### src/rtl/contador_run_ctrl.sv
// Run/pause/clear sequencer for the 4-digit BCD counter chain: debounced buttons,
// gated count enable into digit 0, clear pulse, and stop-or-wrap at the limit value.

module contador_run_ctrl_deb #(
    parameter int DEB_CYCLES = 16
) (
    input  logic clk,
    input  logic rst,
    input  logic btn_i,
    output logic press_o
);
    localparam int            CW      = $clog2(DEB_CYCLES) + 1;
    localparam logic [CW-1:0] CNT_MAX = CW'(DEB_CYCLES - 1);

    logic          s1_q, s2_q;
    logic          stable_q, stable_d, stable_prev_q;
    logic [CW-1:0] cnt_q, cnt_d;

    // Counter runs only while the synced level disagrees with the accepted one.
    always_comb begin
        cnt_d    = '0;
        stable_d = stable_q;
        if (s2_q != stable_q) begin
            if (cnt_q == CNT_MAX) stable_d = s2_q;
            else                  cnt_d    = cnt_q + 1'b1;
        end
    end

    always_ff @(posedge clk or negedge rst) begin
        if (!rst) begin
            s1_q          <= 1'b0;
            s2_q          <= 1'b0;
            stable_q      <= 1'b0;
            stable_prev_q <= 1'b0;
            cnt_q         <= '0;
        end else begin
            s1_q          <= btn_i;
            s2_q          <= s1_q;
            stable_q      <= stable_d;
            stable_prev_q <= stable_q;
            cnt_q         <= cnt_d;
        end
    end

    assign press_o = stable_q & ~stable_prev_q;
endmodule

module contador_run_ctrl #(
    parameter int DEB_CYCLES = 16,
    parameter int LIMIT3     = 9,
    parameter int LIMIT2     = 6,
    parameter int LIMIT1     = 7,
    parameter int LIMIT0     = 5,
    parameter int AUTO_WRAP  = 0
) (
    input  logic       clk,
    input  logic       rst,
    input  logic       btn_start_stop,
    input  logic       btn_clear,
    input  logic       tick,
    input  logic [3:0] Qdata3,
    input  logic [3:0] Qdata2,
    input  logic [3:0] Qdata1,
    input  logic [3:0] Qdata0,
    output logic       ena0_out,
    output logic       clr_out,
    output logic [1:0] state_out,
    output logic       at_limit
);
    typedef enum logic [1:0] {
        IDLE  = 2'b00,
        RUN   = 2'b01,
        PAUSE = 2'b10,
        DONE  = 2'b11
    } state_e;

    localparam logic [15:0] LIMIT = {4'(LIMIT3), 4'(LIMIT2), 4'(LIMIT1), 4'(LIMIT0)};

    state_e     state_q;
    logic       clr_q;
    logic [1:0] btn_raw, press;   // [0] start/stop, [1] clear

    assign btn_raw = {btn_clear, btn_start_stop};

    genvar b;
    generate
        for (b = 0; b < 2; b++) begin : g_deb
            contador_run_ctrl_deb #(.DEB_CYCLES(DEB_CYCLES)) u_deb (
                .clk    (clk),
                .rst    (rst),
                .btn_i  (btn_raw[b]),
                .press_o(press[b])
            );
        end
    endgenerate

    assign at_limit = ({Qdata3, Qdata2, Qdata1, Qdata0} == LIMIT);

    // Priority clear > start > limit. A clear right after a wrap pulse still
    // returns to IDLE but does not re-pulse the already-cleared counter.
    always_ff @(posedge clk or negedge rst) begin
        if (!rst) begin
            state_q <= IDLE;
            clr_q   <= 1'b0;
        end else begin
            clr_q <= 1'b0;
            if (press[1]) begin
                state_q <= IDLE;
                clr_q   <= ~clr_q;
            end else if (press[0]) begin
                case (state_q)
                    IDLE:    state_q <= RUN;
                    RUN:     state_q <= PAUSE;
                    PAUSE:   state_q <= RUN;
                    default: state_q <= state_q;
                endcase
            end else if (state_q == RUN && at_limit) begin
                if (AUTO_WRAP == 0)     state_q <= DONE;
                else if (tick && !clr_q) clr_q  <= 1'b1;
            end
        end
    end

    assign state_out = state_q;
    assign clr_out   = clr_q;
    assign ena0_out  = (state_q == RUN) & tick & ~at_limit & ~clr_q;
endmodule

### config.mk
export PLATFORM = sky130hd
export DESIGN_NAME = contador_run_ctrl
export DESIGN_NICKNAME = d
export VERILOG_FILES = /design/src/rtl/contador_run_ctrl.sv
export SDC_FILE = /design/constraint.sdc
export NUM_CORES = 1
export LEC_CHECK = 0
export ABC_AREA = 1
export CAP_MARGIN = 20
export CORE_MARGIN = 4
export CORE_UTILIZATION = 40
export DETAILED_ROUTE_END_ITERATION = 10
export PLACE_DENSITY = 0.74
export SLEW_MARGIN = 10
export SYNTH_ARGS = -nofsm -noshare
export SYNTH_HDL_FRONTEND = slang
export SYNTH_SLANG_ARGS = --single-unit
### constraint.sdc
create_clock -name clk -period 3.25 [get_ports clk]
set_input_delay 0.325 -clock clk [delete_from_list [all_inputs] [get_ports clk]]
set_output_delay 0.325 -clock clk [all_outputs]
set_load 0.02 [all_outputs]
== Word-level counts from Yosys, hierarchy flattened ==
Cells that the tools add are included.
Storage, ports and cells
  input bits: 21
  register bits: 21
  logic and storage cells: 47
  output and inout bits: 5
Cells by class
  reductions and logical operators: 7
  mux-type cells: 9
  equality and inequality tests: 8
  bitwise logic cells: 9
  add/sub/neg operators: 2
Operators by type and width (count)
  $mux W5: 4
  $eq A16 B16 Y1 const B: 1
  $add A5 B1 Y5 const B: 2
  $eq A5 B4 Y1 const B: 2
  $mux W2: 3
  $reduce_and A2 Y1: 3
  $and A1 B1 Y1: 5
  $ne A4 B3 Y1 const B: 1
  $not A1 Y1: 4
  $pmux W2 S2: 1
  $reduce_bool A3 Y1: 1
  $eq A2 B1 Y1 const B: 1
  $eq A2 B2 Y1 const B: 1
  $logic_not A2 Y1: 1
  $ne A1 B1 Y1: 2
  $reduce_or A2 Y1: 1
  $logic_and A1 B1 Y1: 1
  $mux W1: 1

== Depth between registers and ports, before layout ==
  depth after elaboration: 5
  depth in mapped cells: 8

== Cells and area by module ==
Synthesis repeated with hierarchy kept, for this count alone.
Unflattened totals
  cells, all modules: 115
  area total of the unflattened synthesis: 953.4 sq um
Modules (own cells, without submodules)
  contador_run_ctrl_deb: cells an instance 38, seq. area each 225.2 sq um, area each 355.3 sq um, times used 2
  contador_run_ctrl: cells an instance 39, seq. area each 75.1 sq um, area each 242.7 sq um, times used 1

== Least setup slack after synthesis ==
No wires, ideal clock.
  path type: register to output
  start point: register state_q[1], in the netlist state_out[1]
  end point: output ena0_out
  data required time: 2.925 ns
  data arrival time: 1.060 ns
  cell stages (with the launch flop): 6
  path buffers: 0
  slack: 1.865 ns
  path through: dfrtp_1 -> inv_1 -> nand2_1 -> nor2_1 -> nand2_1 -> a21oi_1
On the way
  longest elaborated chain between the ends: 4
Ends and longest elaborated chain
  from (decl): line 79  | state_e state_q;
  from (signal assigned): line 115  | default: state_q <= state_q;
  $eq A2 B1 Y1: line 126  | assign ena0_out = (state_q == RUN) & tick & ~at_limit & ~clr_q;
  $and A1 B1 Y1 (3 in series): line 126
  to (decl): line 65  | output logic ena0_out,
Every way passes these cells.

== Worst setup path after layout ==
  start point: input Qdata0[2]
  end point: output at_limit
On the way
  longest elaborated chain between the ends: 1
Ends and longest elaborated chain
  from (decl): line 64  | input logic [3:0] Qdata0,
  $eq A16 B16 Y1: line 97  | assign at_limit = ({Qdata3, Qdata2, Qdata1, Qdata0} == LIMIT);
  to (decl): line 68  | output logic at_limit
Every way passes these cells.

==> results.md <==
- Outcome: completed
- Power per Cell Area: 354.7 nW/um2
- Post-synthesis sequential area ratio: 54.12%
- Met3 usage: 3.620%
- Tcrit/Tclk final: 67.61%
- Most frequent cell after synthesis: nand2_1
- Synth-to-layout area growth: 32.22%
- # resized after CTS: 0
- Die height: 57.27 um
- GPL Wtd Cong: a little under 0.8
- Post-synth top area share: 54.12%
- Total CTS buffers: 3
- Post-Route WL: 1902 um
- Critical Setup Path Class: in2out
- Final Non-Filler Cells: 169
- DR iter-0 viols: 16
- Simple-gate portion of the synthesized area: 28.74%
- Layout fillers: 214
- Most common flop cell mapped by yosys: dfrtp_1
- NetSw: 0.1056 mW
- Initial Util: 43.06%
- CP Cell Sequence: clkdlybuf4s50_1, inv_1, nor4b_1, nand2_1, nor2_1, clkdlybuf4s50_1
- Initial antenna violation count: 0
- Final Instance Area: around 1300 um2
- DRT antenna net count: 0
- Post-layout minimum cycle time: around 2200 ps
- Pleak: roughly 0.62 nW
- Min-Delay Path Class: reg2reg
- Max Cap Violations: 0
- Mux cell area share after synthesis: 0%
- CP max FO: 2
- Compound-gate portion of the synthesized area: 3.995%
- Hold_sp: g_deb[1].u_deb.s1_q$_DFF_PN0_
- CTS sink count: 21
- RSZ-0062 raised after global routing: no
- Reg2reg end: g_deb[0].u_deb.cnt_q[3]$_DFF_PN0_
- Final Skew: 4.821 ps
- Netlist cell types: 22
- Share of cells above drive strength 1: under 10%
- Final Hold Viols: 0
- Reg power frac: about three fifths
- Post-synth EDFFs: 0
- DRC viols: 0
- Slew headroom: 41.92%
- Worst Tran Pin Value: 868.4 ps
- Sw Share: 23.20%
- Port bufs: 25
- Final net count: 165
- Pins over their slew limit: 0
- Critical Path End Type: output port
- Root buffer cell: clkbuf_4
- DIE AREA: 3279 um2
- # setup viols final: 0
- R2R cell count: 5
- Max Buffers Root-to-Sink: 2
- Global-route wire length before repair: 3477 um
- M1 GR Usage: 15.58%
- TNS Setup: 0 ps
- Clock power frac: 26.1%
- Combinational share of power: ~13%
- Grt ovf: 0
- Row count: 17
- Tot GR Track Use: a little over an eighth
- Register bit count reported by yosys: 21
- Synth Area in XOR/XNOR: 3.608%
- CP dominant cell by count: clkdlybuf4s50_1
- DR vias: 796
- First-pass DRT Iterations: 4
- Hold Path Stages: 0
- Clock-pin slew on the worst setup and hold paths: about 110 ps
- Synthesis Warnings: 0
- Placed Area: 1256 um2
- CTS tree: done
- Post-synth top area cell: dfrtp_1
- Syn_area_per_cell: 8.669 um2
- Post-Syn Instances: 112
- Main combinational cell family by area after synthesis: simple AND/OR/NAND/NOR gates
- Slowest stage delay, CP: 610 ps
- Die W: 57.27 um
- Cell class contributing the biggest share of worst-path delay: buffers and inverters
- Hold-fix buffers, CTS: 0
- Pre-CTS WS: 1027 ps
- Most common library cells after synthesis: nand2_1, dfrtp_1, inv_1
- CP arrival: between 1500 and 2000 ps
- Busiest grt layer: met2
- Vias in the first global route: 834
- Data required, critical path: 2920 ps
- Pint: between 0.3 and 0.4 mW
- DP Wirelength: 1503 um
- Buffer and inverter count on the worst path: 3
- GR Layer Usage met2: about a quarter
- Per-cell routed wire length: between 10 and 15 um
- Largest cells by area after synthesis: dfrtp_1, nand2_1, inv_1, nor2_1, ha_1
- Setup repair bufs after CTS: 0
- Slowest-stage cell, CP: clkdlybuf4s50_1
- Skew-Pair Late Insertion Delay: 290 ps
- Fmax: about 0.46 GHz
- I/O pin cnt: 26
- Final Worst Setup Slack: roughly 1100 ps
- R2R Setup Slk: ~2000 ps
- Startpoint Class: input pin
- Multi-input gate area: 377.9 um2
- Max rail drop VDD: 0.0002357 V
- H-tree lvl count: 1
- Reg2Reg Launch Point: g_deb[0].u_deb.cnt_q[0]$_DFF_PN0_
- # diodes: 0
- Core Box Area: 2255 um2
- Synth Cell Area: ~970 um2
- Placed Instances: 165
- Async set-reset flop share out of synthesis: 100.0%
- Fraction of the mapped netlist area in adder cells: 2.577%
- Synthesized net count: between 100 and 150
- Reg area: 525.5 um2
- WHS Endpoint: g_deb[1].u_deb.s2_q$_DFF_PN0_
- Largest net degree at the start of global routing: 22
- Routed vias/inst: 4.710
-- metal layers --
metal / up-vias / part of all wire (%)
li1: 407 / -
met1: 369 / 44
met2: 20 / 51
met3: 0 / 5.3
met4: 0 / 0
met5: - / 0
-- power groups by stage --
stage | registers (mW) | logic, mW | clock network [mW]
after floorplan | 0.283 | 0.0194 | 0
after CTS | 0.278 | 0.0589 | 0.125
after global placement | 0.282 | 0.0569 | 0
final | 0.278 | 0.0580 | 0.119
after detailed placement | 0.283 | 0.0585 | 0
after global routing | 0.280 | 0.0654 | 0.140
-- worst register-to-register path: stages (launching register included) --
cell	delay [ps]
dfrtp_1	420
ha_1	240
and3_1	220
nand2_1	110
nand2_1	80
nor2_1	100
-- cells by family (layout without fill, tap and decap cells) --
family / after synthesis / after routing
flops: 21 / 21
compound gates: 7 / 7
buf+inv: 18 / 47
simple gates: 60 / 60
fa+ha+maj: 2 / 2
xor+xnor: 4 / 4
-- layout make-up --
class                   instances  area share (%)
flip-flops and latches         21           40.94
multi-input cells              73           29.43
well taps                      28           2.729
repair buffers                 25           19.49
clock buffers                   3           1.754
inverters                      18           5.263
clock inverters                 1          0.3899
-- cells in the final DEF (no fill, tap or decap), drive strengths merged --
master,netlist,final
nand2,26,26
xor2,2,2
nor2,19,19
and3,2,2
nor3b,1,1
nand4,1,1
o21ai,3,3
nor4,2,2
clkbuf,0,3
xnor2,2,2
a21oi,4,4
dfrtp,21,21
nand3,6,6
nor4b,1,1
nor3,2,2
clkdlybuf4s50,0,25
ha,2,2
inv,18,18
clkinv,0,1
-- flip-flops by register name, summed over array words and instances, names as in the netlist --
signal,flops
g_deb.u_deb.stable_q,2
clr_out,1
g_deb.u_deb.s1_q,2
g_deb.u_deb.cnt_q,10
state_out,2
g_deb.u_deb.stable_prev_q,2
g_deb.u_deb.s2_q,2
-- per-stage QoR --
step                hold slack [ps]  utilization (%)  power [mW]
floorplan                     29.41                -      0.3025
global placement              335.3            55.72      0.3393
detailed placement            337.0            55.72      0.3417
CTS                           362.6            56.94      0.4622
global route                  384.9            56.94      0.4848
finish                        367.0            56.94      0.4554
-- how the worst max path moves through the flow --
| stage | startpoint | depth (start not counted) | to |
|---|---|---|---|
| after CTS | Qdata0[2] | 6 | at_limit |
| after global routing | Qdata3[0] | 6 | at_limit |
| final | Qdata0[2] | 6 | at_limit |
| after global placement | Qdata2[1] | 6 | at_limit |
| after detailed placement | Qdata0[2] | 6 | at_limit |
| after floorplan | state_out[1]$_DFFE_PN0P_ | 5 | ena0_out |
Note: power is estimated with default switching activity, not from simulation.
==> edit 1 (config.mk and constraints unchanged) <==
`DEB_CYCLES` is set to 16 in 2 places; all go to 64.
--- a/src/rtl/contador_run_ctrl.sv
+++ b/src/rtl/contador_run_ctrl.sv
@@ -3,5 +3,5 @@
 
 module contador_run_ctrl_deb #(
-    parameter int DEB_CYCLES = 16
+    parameter int DEB_CYCLES = 64
 ) (
     input  logic clk,
@@ -47,5 +47,5 @@
 
 module contador_run_ctrl #(
-    parameter int DEB_CYCLES = 16,
+    parameter int DEB_CYCLES = 64,
     parameter int LIMIT3     = 9,
     parameter int LIMIT2     = 6,
Formal check against the unedited RTL: same outputs for any inputs over 10 cycles, from zero or initial values and one cycle with rst low; that may be too few to reach the edited logic, so the function may still have changed.
==> edit 1 against the unedited design <==
Synthesized area rose by 20%. Design area is 18% higher. Sequential power rose by 17%. Count of clock-buffer cells in the layout up 1. Power rose by 15%. Core utilization fell by 2.6 points. Register-to-register slack got worse by 40 ps. Setup slack got worse by 30 ps. Wire length grew 10%. Critical path type unchanged. Clock skew down 2.2 ps. Sequential cell count grew 4. Global-route usage fell by 1.5 points. Largest cell class unchanged.
==> edit 1: results (changes against the unedited design) <==
| Metric | Value |
|---|---|
| Post-CTS Setup Bufs | `0 (unchanged)` |
| Reg2reg start | `g_deb[1].u_deb.cnt_q[0]` |
| Max reg flops | `14 (+4)` |
| Worst EP arrival | `1900 ps (+30 ps)` |
| H-tree Lvls | `1 (unchanged)` |
| Maximum root-to-sink buffer count | `2 (unchanged)` |
| DRT iter0 DRCs | `29 (+13)` |
| Placed inst area | `0.00146 sq mm (+16%)` |
| NonClk Buf Share | `18.4% (-1.1 points)` |
| Fill cells | `252 (+18%)` |
| Via density | `4.73 (+0.47%)` |
| Initial antenna violation count | `0 (unchanged)` |
| #MultiIn Comb | `86 (+18%)` |
| GP Congestion | `0.622 (-19%)` |
| Ys Warns | `0 (unchanged)` |
| DR vias | `937 (+18%)` |
| Clock Skew | `2.57 ps (-2.25 ps)` |
| Static Leak | `0.712 nW (+14%)` |
| Top post-synthesis cells by area | `dfrtp_1, inv_1, nand2_1` |
| Layout cell share with drive strength beyond 1 | `6.59% (-2.6 points)` |
| Post-DP HPWL | `1660 um (+11%)` |
| Synthesized area per cell | `8.52 sq um (-1.7%)` |
| Worst vdd ir | `0.248 mV (+5.2%)` |
| Vias in the first global route | `809 (-3.0%)` |
| Largest net degree at the start of global routing | `26 (+18%)` |
| Synthesized net count | `160 (+19%)` |
| Synth top cells by count | `inv_1, dfrtp_1, nand2_1` |
| Status | `finished clean` |
| Sequential cell area share | `41.4% (+0.49 points)` |
| Crit. Startpoint | `Qdata2[1]` |
| R2R depth | `6 (+1)` |
| First-pass GRT wire length | `3220 um (-7.3%)` |
| Invs w/o clock | `26 (+8)` |
| CTS sink cnt | `25 (+19%)` |
| Clock Latency Late Sink | `330 ps (+40 ps)` |
| Clk cell area share | `1.74% (-0.40 points)` |
| Detailed Route WL | `2090 um (+10%)` |
| DP Worst Slack | `1020 ps (-10.5 ps)` |
| GR Util All Layers | `11.7% (-1.5 points)` |
| Root buf cell | `clkbuf_4` |
| Worst hold path type | `input port to asynchronous set/reset pin` |
| Final-layout clock buffer total | `4 (+1)` |
| Biggest register | `g_deb.u_deb.cnt_q` |
| Sequential Area | `626 sq um (+19%)` |
| Count of plain and timing-repair buffers | `26 (+4.0%)` |
| Placed cells | `193 (+17%)` |
| Distinct cells, synth | `19 (-14%)` |
| Reg clk slew, reported paths | `130 ps (+20 ps)` |
| Area of the multi-input gates | `444 sq um (+18%)` |
| Cts repair resizes | `0 (unchanged)` |
| Cell Area, Synth | `0.00117 sq mm (+20%)` |
| Number of CTS-inserted buffers | `3 (unchanged)` |
| Sequential-to-total area share from yosys stat | `53.6% (-0.53 points)` |
| Rel. slew slack | `69.3% (+27 points)` |
-- edit 1: changes by cell type in the layout (fill, tap and decap cells not counted), moves of 2 or more --
| cell | change |
|---|---|
| o21ai_1 | -3 |
| a21oi_1 | +2 |
| dfrtp_1 | +4 |
| and3_1 | -2 |
| xnor2_1 | +2 |
| inv_1 | +10 |
| nand4_1 | +2 |
| inv_2 | -2 |
| nor2_1 | +9 |
| nor3_1 | +2 |
-- edit 1: where the power goes --
part,internal (mW),switching (mW),total (mW),leakage (nW)
registers,0.319,0.00677,0.326,0.330
clock network,0.0482,0.0909,0.139,0.0150
logic,0.0346,0.0242,0.0588,0.367
total,0.402,0.122,0.524,0.712
-- edit 1: logic make-up (layout without fill, tap and decap cells) --
kind of cell    count (synthesis)  count (layout)  synth area share (%)
simple gates                   71              71                  27.8
buf+inv                        26              56                  8.36
flops                          25              25                  53.6
xor+xnor                        7               7                  5.25
compound gates                  6               6                  2.89
fa+ha+maj                       2               2                  2.14
-- edit 1: worst paths after layout --
kind / slack (ps) / end
setup / recovery: 1020 / at_limit
hold reg to reg: 360 / g_deb[1].u_deb.s2_q
hold / removal: 300 / g_deb[0].u_deb.cnt_q[5]
max in group asynchronous: 2520 / g_deb[1].u_deb.cnt_q[4]
min in group clk: 360 / g_deb[1].u_deb.s2_q
setup reg to reg: 1970 / g_deb[1].u_deb.cnt_q[5]
-- edit 1: per-layer routing --
metal / GRT usage (%) / vias up / part of all wire, %
met5: 0 / - / 0
met1: 12.9 / 407 / 41
met3: 3.31 / 7 / 13
li1: - / 487 / -
met4: 9.09 / 0 / 3.2
met2: 18.9 / 36 / 42
-- edit 1: critical path, stage by stage --
cell and delay, ps:
clkdlybuf4s50_1 480, inv_1 40, nor4_1 260, nand2_1 90, nor2_1 100, clkdlybuf4s50_1 600
==> edit 2 (same settings) <==
Without the edit above. Add an input register stage for `Qdata1`; this delays it by one clock. The other inputs are not delayed to match.
--- a/src/rtl/contador_run_ctrl.sv
+++ b/src/rtl/contador_run_ctrl.sv
@@ -77,4 +77,10 @@
     localparam logic [15:0] LIMIT = {4'(LIMIT3), 4'(LIMIT2), 4'(LIMIT1), 4'(LIMIT0)};
 
+    logic [3:0] Qdata1_q;
+
+    always_ff @(posedge clk) begin
+        Qdata1_q <= Qdata1;
+    end
+
     state_e     state_q;
     logic       clr_q;
@@ -95,5 +101,5 @@
     endgenerate
 
-    assign at_limit = ({Qdata3, Qdata2, Qdata1, Qdata0} == LIMIT);
+    assign at_limit = ({Qdata3, Qdata2, Qdata1_q, Qdata0} == LIMIT);
 
     // Priority clear > start > limit. A clear right after a wrap pulse still
Formal check against the unedited RTL: not equivalent (Yosys sat finds a counterexample within 4 cycles, from zero or initial values and one cycle with rst low).
==> edit 2 against the unedited design <==
Global-route usage down 0.95 points. Wire length is 0.58% lower. Design area grew 6.3%. Count of clock-buffer cells in the layout is 1 higher. Non-clock buffer count unchanged. Power up 16%. Register-to-register slack better by 20 ps. Sequential cell count is 4 higher. Sequential share of layout area increased by 3.4 points. Setup slack improved by 17 ps. Synthesized area increased by 8.2%. Critical path type unchanged.
==> edit 2: results (changes against the unedited design) <==
| Metric | Value |
|---|---|
| Status | `finished clean` |
| First-pass GRT wire length | `3240 um (-6.7%)` |
| Final Hold Vio Count | `0 (unchanged)` |
| Worst hold path type | `register to register` |
| Post-CTS Setup Bufs | `0 (unchanged)` |
| Ant diodes | `0 (unchanged)` |
| Worst EP arrival | `1860 ps` |
| Fill cells | `227 (+6.1%)` |
| Clock Latency Late Sink | `320 ps (+30 ps)` |
| Largest net degree at the start of global routing | `22 (unchanged)` |
| Regs by FF count | `g_deb.u_deb.cnt_q: 10 flops, Qdata1_q: 4 flops` |
| Root buf cell | `clkbuf_4` |
| Cts repair resizes | `0 (unchanged)` |
| Routed WL per cell | `10.8 um (-4.0%)` |
| Layout cell share with drive strength beyond 1 | `8.28% (-0.94 points)` |
| Synthesized area per cell | `9.06 sq um (+4.5%)` |
| GP Congestion | `0.729 (-5.6%)` |
| DRT iter0 DRCs | `36 (+20)` |
| Rel. slew slack | `39.8% (-2.1 points)` |
| Worst-path fanout max | `2 (unchanged)` |
| Ys Warns | `0 (unchanged)` |
| DRC viols | `0 (unchanged)` |
| Final net count | `169 (+2.4%)` |
| Distinct cells, synth | `23 (+4.5%)` |
| Number of CTS-inserted buffers | `3 (unchanged)` |
| Worst vdd ir | `0.296 mV (+26%)` |
| Post-DP HPWL | `1450 um (-3.5%)` |
| Cell-internal power | `0.406 mW (+16%)` |
| Placed inst area | `0.00134 sq mm (+6.6%)` |
| Initial antenna violation count | `0 (unchanged)` |
| Via density | `4.67 (-0.76%)` |
| Static Leak | `0.653 nW (+4.5%)` |
| Vias in the first global route | `830 (-0.48%)` |
| Finished Layout Cells | `175 (+3.6%)` |
| Async S/R FF share, synth | `84.0% (-16 points)` |
| Sequential-to-total area share from yosys stat | `57.6% (+3.5 points)` |
| Synthesized net count | `139 (+3.0%)` |
| H-tree Lvls | `1 (unchanged)` |
| Top post-synthesis cells by area | `dfrtp_1, nand2_1, dfxtp_1` |
| Clock Skew | `4.77 ps (-0.0561 ps)` |
| Synth top cells by count | `nand2_1, dfrtp_1, inv_1` |
| Number of I/O port buffers | `25 (unchanged)` |
| GR Util All Layers | `12.3% (-0.95 points)` |
| Reg clk slew, reported paths | `120 ps` |
## edit 2: layout make-up
| type | count | share of cell area, % |
|---|---|---|
| Clock buffer | 4 | 1.92 |
| Inverter | 19 | 5.22 |
| Multi-Input combinational cell | 72 | 27.4 |
| Sequential cell | 25 | 44.4 |
| Tap cell | 30 | 2.75 |
| Timing Repair Buffer | 25 | 18.3 |
## edit 2: final timing paths
| check | from | to | slack, ps | cells after the start |
|---|---|---|---|---|
| worst max-delay path | Qdata0[2] | at_limit | 1070 | 6 |
| worst min-delay path | g_deb[1].u_deb.s1_q | g_deb[1].u_deb.s2_q | 370 | 0 |
| worst max register to register | g_deb[0].u_deb.cnt_q[0] | g_deb[0].u_deb.cnt_q[3] | 2030 | 5 |
| worst min register to register | g_deb[1].u_deb.s1_q | g_deb[1].u_deb.s2_q | 370 | 0 |
| max in group asynchronous | rst | g_deb[0].u_deb.cnt_q[2] | 2200 | 1 |
| min in group asynchronous | rst | g_deb[1].u_deb.s1_q | 500 | 1 |
## edit 2: layer usage
| layer | routed length [um] | share of wire [%] | up-vias | global-route usage, % |
|---|---|---|---|---|
| li1 | - | - | 423 | - |
| met1 | 791 | 42 | 363 | 13.3 |
| met2 | 893 | 47 | 27 | 22.3 |
| met3 | 154 | 8.1 | 5 | 1.53 |
| met4 | 50 | 2.6 | 0 | 7.77 |
| met5 | 0 | 0 | - | 0 |
## edit 2: worst max-delay path, stage by stage
cell	delay, ps
clkdlybuf4s50_1	480
inv_1	40
nor4b_1	240
nand2_1	80
nor2_1	90
clkdlybuf4s50_1	600
## edit 2: kinds of logic (layout without fill, tap and decap cells)
group / Yosys count / in the layout / synth area share, %
AOI/OAI and AO/OA: 8 / 8 / 4.17
buffers and inverters: 19 / 48 / 6.79
xor gates and xnor gates: 4 / 4 / 3.33
DFF: 25 / 25 / 57.6
and+or+nand+nor: 58 / 58 / 25.7
adders and majority gates: 2 / 2 / 2.38
## edit 2: power by group through the flow
stage / registers, mW / logic (mW) / clock network [mW]
2_1_floorplan: 0.339 / 0.0201 / 0
5_1_grt: 0.335 / 0.0669 / 0.155
6_report: 0.333 / 0.0596 / 0.134
3_5_place_dp: 0.339 / 0.0600 / 0
3_3_place_gp: 0.338 / 0.0585 / 0
4_1_cts: 0.333 / 0.0605 / 0.139
## edit 2: through the flow
| stage | power [mW] | setup WS, ps | utilization [%] |
|---|---|---|---|
| after floorplan | 0.359 | 1860 | - |
| after global placement | 0.396 | 1050 | 53.6 |
| after detailed placement | 0.399 | 1060 | 53.6 |
| after CTS | 0.532 | 1070 | 54.6 |
| after global routing | 0.556 | 888 | 54.6 |
| final | 0.526 | 1070 | 54.6 |
